$ cat config.mk
export PLATFORM = sky130hd
export DESIGN_NAME = router_out_arbiter
export DESIGN_NICKNAME = d
export VERILOG_FILES = /design/src/rtl/router_arb_pkg.sv /design/src/rtl/router_rr_arb2.sv /design/src/rtl/router_out_arbiter.sv
export SDC_FILE = /design/constraint.sdc
export NUM_CORES = 1
export LEC_CHECK = 0
export BUFFER_PORTS_ARGS = -buffer_cell sky130_fd_sc_hd__buf_4
export CAP_MARGIN = 20
export CORE_MARGIN = 4
export CORE_UTILIZATION = 49
export DETAILED_ROUTE_END_ITERATION = 8
export MAX_ROUTING_LAYER = met4
export PLACE_DENSITY = 0.81
export SYNTH_ARGS = -nofsm -noshare
export SYNTH_HDL_FRONTEND = slang
export SYNTH_SLANG_ARGS = --single-unit
$ cat constraint.sdc
create_clock -name clk -period 3.3 [get_ports clk]
set_input_delay 0 -clock clk [delete_from_list [all_inputs] [get_ports clk]]
set_output_delay 0 -clock clk [all_outputs]
set_load 0.02 [all_outputs]
$ cat src/rtl/router_arb_pkg.sv
// Shared definitions for the router output arbiter: control word layout,
// source encoding and the saturating drop-counter helper.
package router_arb_pkg;

  localparam int unsigned CTRL_EN       = 0;
  localparam int unsigned CTRL_MODE     = 1;
  localparam int unsigned CTRL_PRI_B    = 2;
  localparam int unsigned CTRL_MASK_LSB = 8;

  localparam int unsigned DROP_CNT_W = 16;

  typedef enum logic {SRC_A = 1'b0, SRC_B = 1'b1} src_e;

  // Add 0..2 to the drop count, clamping at all-ones.
  function automatic logic [DROP_CNT_W-1:0] sat_add2(input logic [DROP_CNT_W-1:0] cnt,
                                                     input logic [1:0]            inc);
    logic [DROP_CNT_W:0] sum;
    sum = {1'b0, cnt} + {{(DROP_CNT_W - 1){1'b0}}, inc};
    return sum[DROP_CNT_W] ? '1 : sum[DROP_CNT_W-1:0];
  endfunction

endpackage

$ cat src/rtl/router_rr_arb2.sv
// Two-requester arbiter for one output: round-robin or fixed priority.
// The round-robin pointer moves to the loser whenever a grant is taken.
module router_rr_arb2
  import router_arb_pkg::*;
(
  input  logic clk,
  input  logic rst,
  input  logic i_req_a,
  input  logic i_req_b,
  input  logic i_mode,
  input  logic i_pri_b,
  input  logic i_take,
  output logic o_gnt_a,
  output logic o_gnt_b
);

  src_e r_ptr;
  logic w_b_wins;

  // Pick the winner; a lone requester always wins.
  always_comb begin
    w_b_wins = 1'b0;
    if (i_req_b) begin
      if (!i_req_a) begin
        w_b_wins = 1'b1;
      end else if (i_mode) begin
        w_b_wins = i_pri_b;
      end else begin
        w_b_wins = (r_ptr == SRC_B);
      end
    end
    o_gnt_b = w_b_wins;
    o_gnt_a = i_req_a & ~w_b_wins;
  end

  // Point at the loser of each taken grant.
  always_ff @(posedge clk) begin
    if (rst) begin
      r_ptr <= SRC_A;
    end else if (i_take) begin
      r_ptr <= w_b_wins ? SRC_A : SRC_B;
    end
  end

endmodule

$ cat src/rtl/router_out_arbiter.sv
// Output-side arbiter: decodes beat targets from ports A/B, drops masked or
// out-of-range beats, arbitrates per output and holds one beat per output.
module router_out_arbiter
  import router_arb_pkg::*;
#(
  parameter int unsigned NUM_OUT = 4,
  parameter int unsigned DATA_W  = 8,
  parameter int unsigned ADDR_W  = 8
) (
  input  logic                      clk,
  input  logic                      rst,
  input  logic                      ctrl_wr,
  input  logic [31:0]               ctrl_wdata,
  input  logic                      a_valid,
  output logic                      a_ready,
  input  logic [DATA_W-1:0]         a_data,
  input  logic [ADDR_W-1:0]         a_addr,
  input  logic                      b_valid,
  output logic                      b_ready,
  input  logic [DATA_W-1:0]         b_data,
  input  logic [ADDR_W-1:0]         b_addr,
  output logic [NUM_OUT-1:0]        out_valid,
  input  logic [NUM_OUT-1:0]        out_ready,
  output logic [NUM_OUT*DATA_W-1:0] out_data,
  output logic [NUM_OUT-1:0]        out_src,
  output logic [DROP_CNT_W-1:0]     drop_cnt,
  output logic [31:0]               ctrl_q
);

  localparam int unsigned AW = $clog2(NUM_OUT);

  logic [31:0]             r_ctrl;
  logic [DROP_CNT_W-1:0]   r_drop_cnt;
  logic [NUM_OUT-1:0]      r_out_valid;
  logic [NUM_OUT-1:0]      r_out_src;
  logic [DATA_W-1:0]       r_out_data [NUM_OUT];

  logic                    w_en;
  logic [NUM_OUT-1:0]      w_mask;
  logic [AW-1:0]           w_a_tgt, w_b_tgt;
  logic                    w_a_hit, w_b_hit;
  logic                    w_a_drop, w_b_drop;
  logic                    w_a_req, w_b_req;
  logic [NUM_OUT-1:0]      w_req_a, w_req_b, w_gnt_a, w_gnt_b;
  logic [NUM_OUT-1:0]      w_can_load, w_load_a, w_load_b;

  assign w_en    = r_ctrl[CTRL_EN];
  assign w_mask  = r_ctrl[CTRL_MASK_LSB +: NUM_OUT];
  assign w_a_tgt = a_addr[AW-1:0];
  assign w_b_tgt = b_addr[AW-1:0];

  // A beat hits a live output only if in range and not masked.
  assign w_a_hit  = (a_addr < ADDR_W'(NUM_OUT)) && w_mask[w_a_tgt];
  assign w_b_hit  = (b_addr < ADDR_W'(NUM_OUT)) && w_mask[w_b_tgt];
  assign w_a_drop = w_en & a_valid & ~w_a_hit;
  assign w_b_drop = w_en & b_valid & ~w_b_hit;
  assign w_a_req  = w_en & a_valid & w_a_hit;
  assign w_b_req  = w_en & b_valid & w_b_hit;

  for (genvar g = 0; g < NUM_OUT; g++) begin : g_out
    assign w_req_a[g]    = w_a_req & (w_a_tgt == AW'(g));
    assign w_req_b[g]    = w_b_req & (w_b_tgt == AW'(g));
    // A draining slot may reload in the same cycle.
    assign w_can_load[g] = ~r_out_valid[g] | out_ready[g];
    assign w_load_a[g]   = w_gnt_a[g] & w_can_load[g];
    assign w_load_b[g]   = w_gnt_b[g] & w_can_load[g];

    router_rr_arb2 u_arb (
      .clk     (clk),
      .rst     (rst),
      .i_req_a (w_req_a[g]),
      .i_req_b (w_req_b[g]),
      .i_mode  (r_ctrl[CTRL_MODE]),
      .i_pri_b (r_ctrl[CTRL_PRI_B]),
      .i_take  (w_load_a[g] | w_load_b[g]),
      .o_gnt_a (w_gnt_a[g]),
      .o_gnt_b (w_gnt_b[g])
    );

    assign out_data[g*DATA_W +: DATA_W] = r_out_data[g];
  end

  assign a_ready   = w_a_drop | (|w_load_a);
  assign b_ready   = w_b_drop | (|w_load_b);
  assign out_valid = r_out_valid;
  assign out_src   = r_out_src;
  assign drop_cnt  = r_drop_cnt;
  assign ctrl_q    = r_ctrl;

  // Control word register and saturating drop counter.
  always_ff @(posedge clk) begin
    if (rst) begin
      r_ctrl     <= '0;
      r_drop_cnt <= '0;
    end else begin
      if (ctrl_wr) begin
        r_ctrl <= ctrl_wdata;
      end
      r_drop_cnt <= sat_add2(r_drop_cnt, {1'b0, w_a_drop} + {1'b0, w_b_drop});
    end
  end

  // Per-output one-entry holding registers (EMPTY/FULL tracked by valid).
  always_ff @(posedge clk) begin
    if (rst) begin
      r_out_valid <= '0;
      r_out_src   <= '0;
      for (int i = 0; i < NUM_OUT; i++) begin
        r_out_data[i] <= '0;
      end
    end else begin
      for (int i = 0; i < NUM_OUT; i++) begin
        if (w_load_a[i] | w_load_b[i]) begin
          r_out_valid[i] <= 1'b1;
          r_out_data[i]  <= w_load_b[i] ? b_data : a_data;
          r_out_src[i]   <= w_load_b[i];
        end else if (out_ready[i]) begin
          r_out_valid[i] <= 1'b0;
        end
      end
    end
  end

endmodule

==> summary.txt <==
io pins = 163
HP Start = out_ready[0]
Post-Synthesis Net Count = 512
row cnt = 33
number of synthesized flops with an enable pin = 32
post-CTS resize count = 0
Max Root-Sink Buffers = 2
gr ovfl total = 0
iteration-0 DRC count of the detailed router = 167
WP data required = 3.58 ns
crit path DAT = 3.19 ns
top-area cell type share of the netlist area = 27.8%
Skew-Pair Late Insertion Delay = 0.35 ns
ANT nets after route = 0
Area contributors post-synth = dfxtp_1 (28%), edfxtp_1 (22%), mux2i_1 (9.3%)
Pins Over Slew Limit = 0
hold crit path type = input pin to register
Worst Reg-to-Reg Cells = 9
final net count = 695
total number of vias = 4050
Global Route Usage Sum = 24.9%
setup violators final = 0
CTS Root Cell = clkbuf_8
H-tree depth = 3
area leader, netlist = dfxtp_1
Max IR drop VDD = 0.271 mV
CTS buffer count = 9
initial antenna violation count = 0
FMAX = 0.343 GHz
worst-path fanout max = 12
commonest non-fill, non-tap cell in the layout = buf_4
RSZ-0062 raised after global routing = no
hold path depth = 3
predominant post-synthesis flop cell = dfxtp_1
min Tclk post-route = 2.92 ns
synthesized area = 4320 um^2
Die Area = 10400 um^2
number of global-route vias before repair = 4039
sequential share of the synthesized area = 50.0%
Clock Skew = 0.00582 ns
Die Span X = 102 um
clock sinks = 92
Die Span Y = 102 um
most frequent cells in the layout = buf_4 (167), dfxtp_1 (60), nor2_1 (51)
n_diodes = 0
# DRC = 0
Worst Tran Pin Value = 0.752 ns
Power Dens Cells = 386 nW/um^2
Startpoint Class = register
WL per Instance = 17.4 um
largest net degree at the start of global routing = 70
Final Hold Fails = 0
first drt pass iteration count = 5
post-layout util = 72.9%
relative slew slack = 49.8%
Mean Syn Cell Area = 9.89 um^2
Netlist cell types = 53
Critical Path Start = ctrl_q[11]
first-pass GRT wire length = 19700 um
final period utilization = 88.3%
#FFs+latches synth = 92
Async S/R FF share, synth = 0%
Initial Utilization = 51.6%
post-route setup TNS = 0 ns
share of post-route cells with drive strength above 1 = 32.6%
Mapped Cells = 437
Port Buffer Count = 162
Critical Path Sink Type = register
max-cap violation count = 0
status = complete, no violations
Worst-path clk slew = 0.09 ns
CTS tree = done
routability cong. = 0.904
WL final = 12700 um
DP HPWL = 8830 um
vias per cell = 5.55
core area = 8380 um^2
worst r2r src = ctrl_q[11]
Area growth syn-to-layout = 41.4%
Pleak = 2.64 nW
CP Class = register to register
Fillers = 554
synth warn = 0
==> what timing repair did <==
item | in CTS | in global routing
buffers inserted | 0 | 1
hold buffers | 32 | 0
setup endpoints to repair | 0 | 13
hold endpoints to repair | 32 | 0
==> per-stage QoR <==
step                cells  setup WS, ns  hold WS [ns]  area (um^2)  total power [mW]
floorplan             437         0.682         0.147         4320              1.40
global placement      681         0.384         0.232         5570              1.55
detailed placement    681         0.122         0.243         5570              1.56
CTS                   729         0.107        0.0192         6100              2.36
global route          730        0.0286        0.0199         6110              2.44
finish                730         0.385        0.0279         6110              2.36
==> layout make-up <==
type	count	area (um^2)	area share (%)
Multi-Input combinational cell	303	1970	32.3
Sequential cell	92	2160	35.4
Clock buffer	13	191	3.13
Tap cell	105	131	2.15
Clock inverter	3	22.5	0.368
Timing Repair Buffer	199	1570	25.8
Inverter	15	56.3	0.921
==> power breakdown <==
| group | total (mW) | internal (mW) | leakage [nW] | switching [mW] |
|---|---|---|---|---|
| Sequential | 1.24 | 1.21 | 0.819 | 0.0278 |
| Combinational | 0.336 | 0.164 | 1.71 | 0.172 |
| Clock | 0.786 | 0.390 | 0.110 | 0.396 |
| Total | 2.36 | 1.76 | 2.64 | 0.596 |
==> critical path: stages (launching register included) <==
cell and delay (ns):
dfxtp_1 0.39, mux4_2 0.49, a31oi_1 0.31, fa_1 0.32, ha_1 0.28, nand3_1 0.19
nor3_1 0.31, nand4_1 0.17, buf_4 0.22, a21oi_1 0.16
==> cells by family after synthesis <==
| family | count (synthesis) | synth area share, % |
|---|---|---|
| xor gates and xnor gates | 10 | 2.03 |
| DFF | 92 | 50.0 |
| adders and majority gates | 2 | 0.753 |
| and+or+nand+nor | 176 | 21.2 |
| muxes | 42 | 10.0 |
| AOI/OAI and AO/OA | 73 | 11.7 |
| buffers and inverters | 42 | 4.28 |
==> synthesized netlist by cell type (5+ instances only) <==
| master | number |
|---|---|
| nand2_1 | 37 |
| mux2i_1 | 40 |
| nand4_1 | 5 |
| buf_4 | 5 |
| nor3_1 | 13 |
| edfxtp_1 | 32 |
| nand3_1 | 24 |
| a21oi_2 | 8 |
| nand2b_1 | 7 |
| inv_1 | 15 |
| xor2_1 | 5 |
| nor2_1 | 51 |
| a31oi_1 | 7 |
| dfxtp_1 | 60 |
| xnor2_1 | 5 |
| clkbuf_1 | 16 |
| a21oi_1 | 39 |
| or3_1 | 14 |
==> path summary, 6_finish.rpt <==
check	to	slack [ns]
setup / recovery	drop_cnt[0]	0.38
hold / removal	out_valid[0]	0.03
setup reg to reg	drop_cnt[0]	0.38
hold reg to reg	g_out[2].u_arb.r_ptr	0.47
==> sequential cells by signal (all words and copies together), names as in the netlist <==
signal	flops
out_src	4
out_valid	4
g_out.u_arb.r_ptr	4
drop_cnt	16
r_out_data	32
ctrl_q	32
==> routing by layer <==
layer / GRT usage (%) / part of all wire (%) / vias up
li1: - / - / 1922
met1: 28.4 / 40 / 1897
met2: 42.1 / 49 / 198
met3: 6.14 / 9.2 / 33
met4: 10.2 / 2.7 / 0
met5: - / 0 / -
Note: power is estimated with default switching activity, not from simulation.
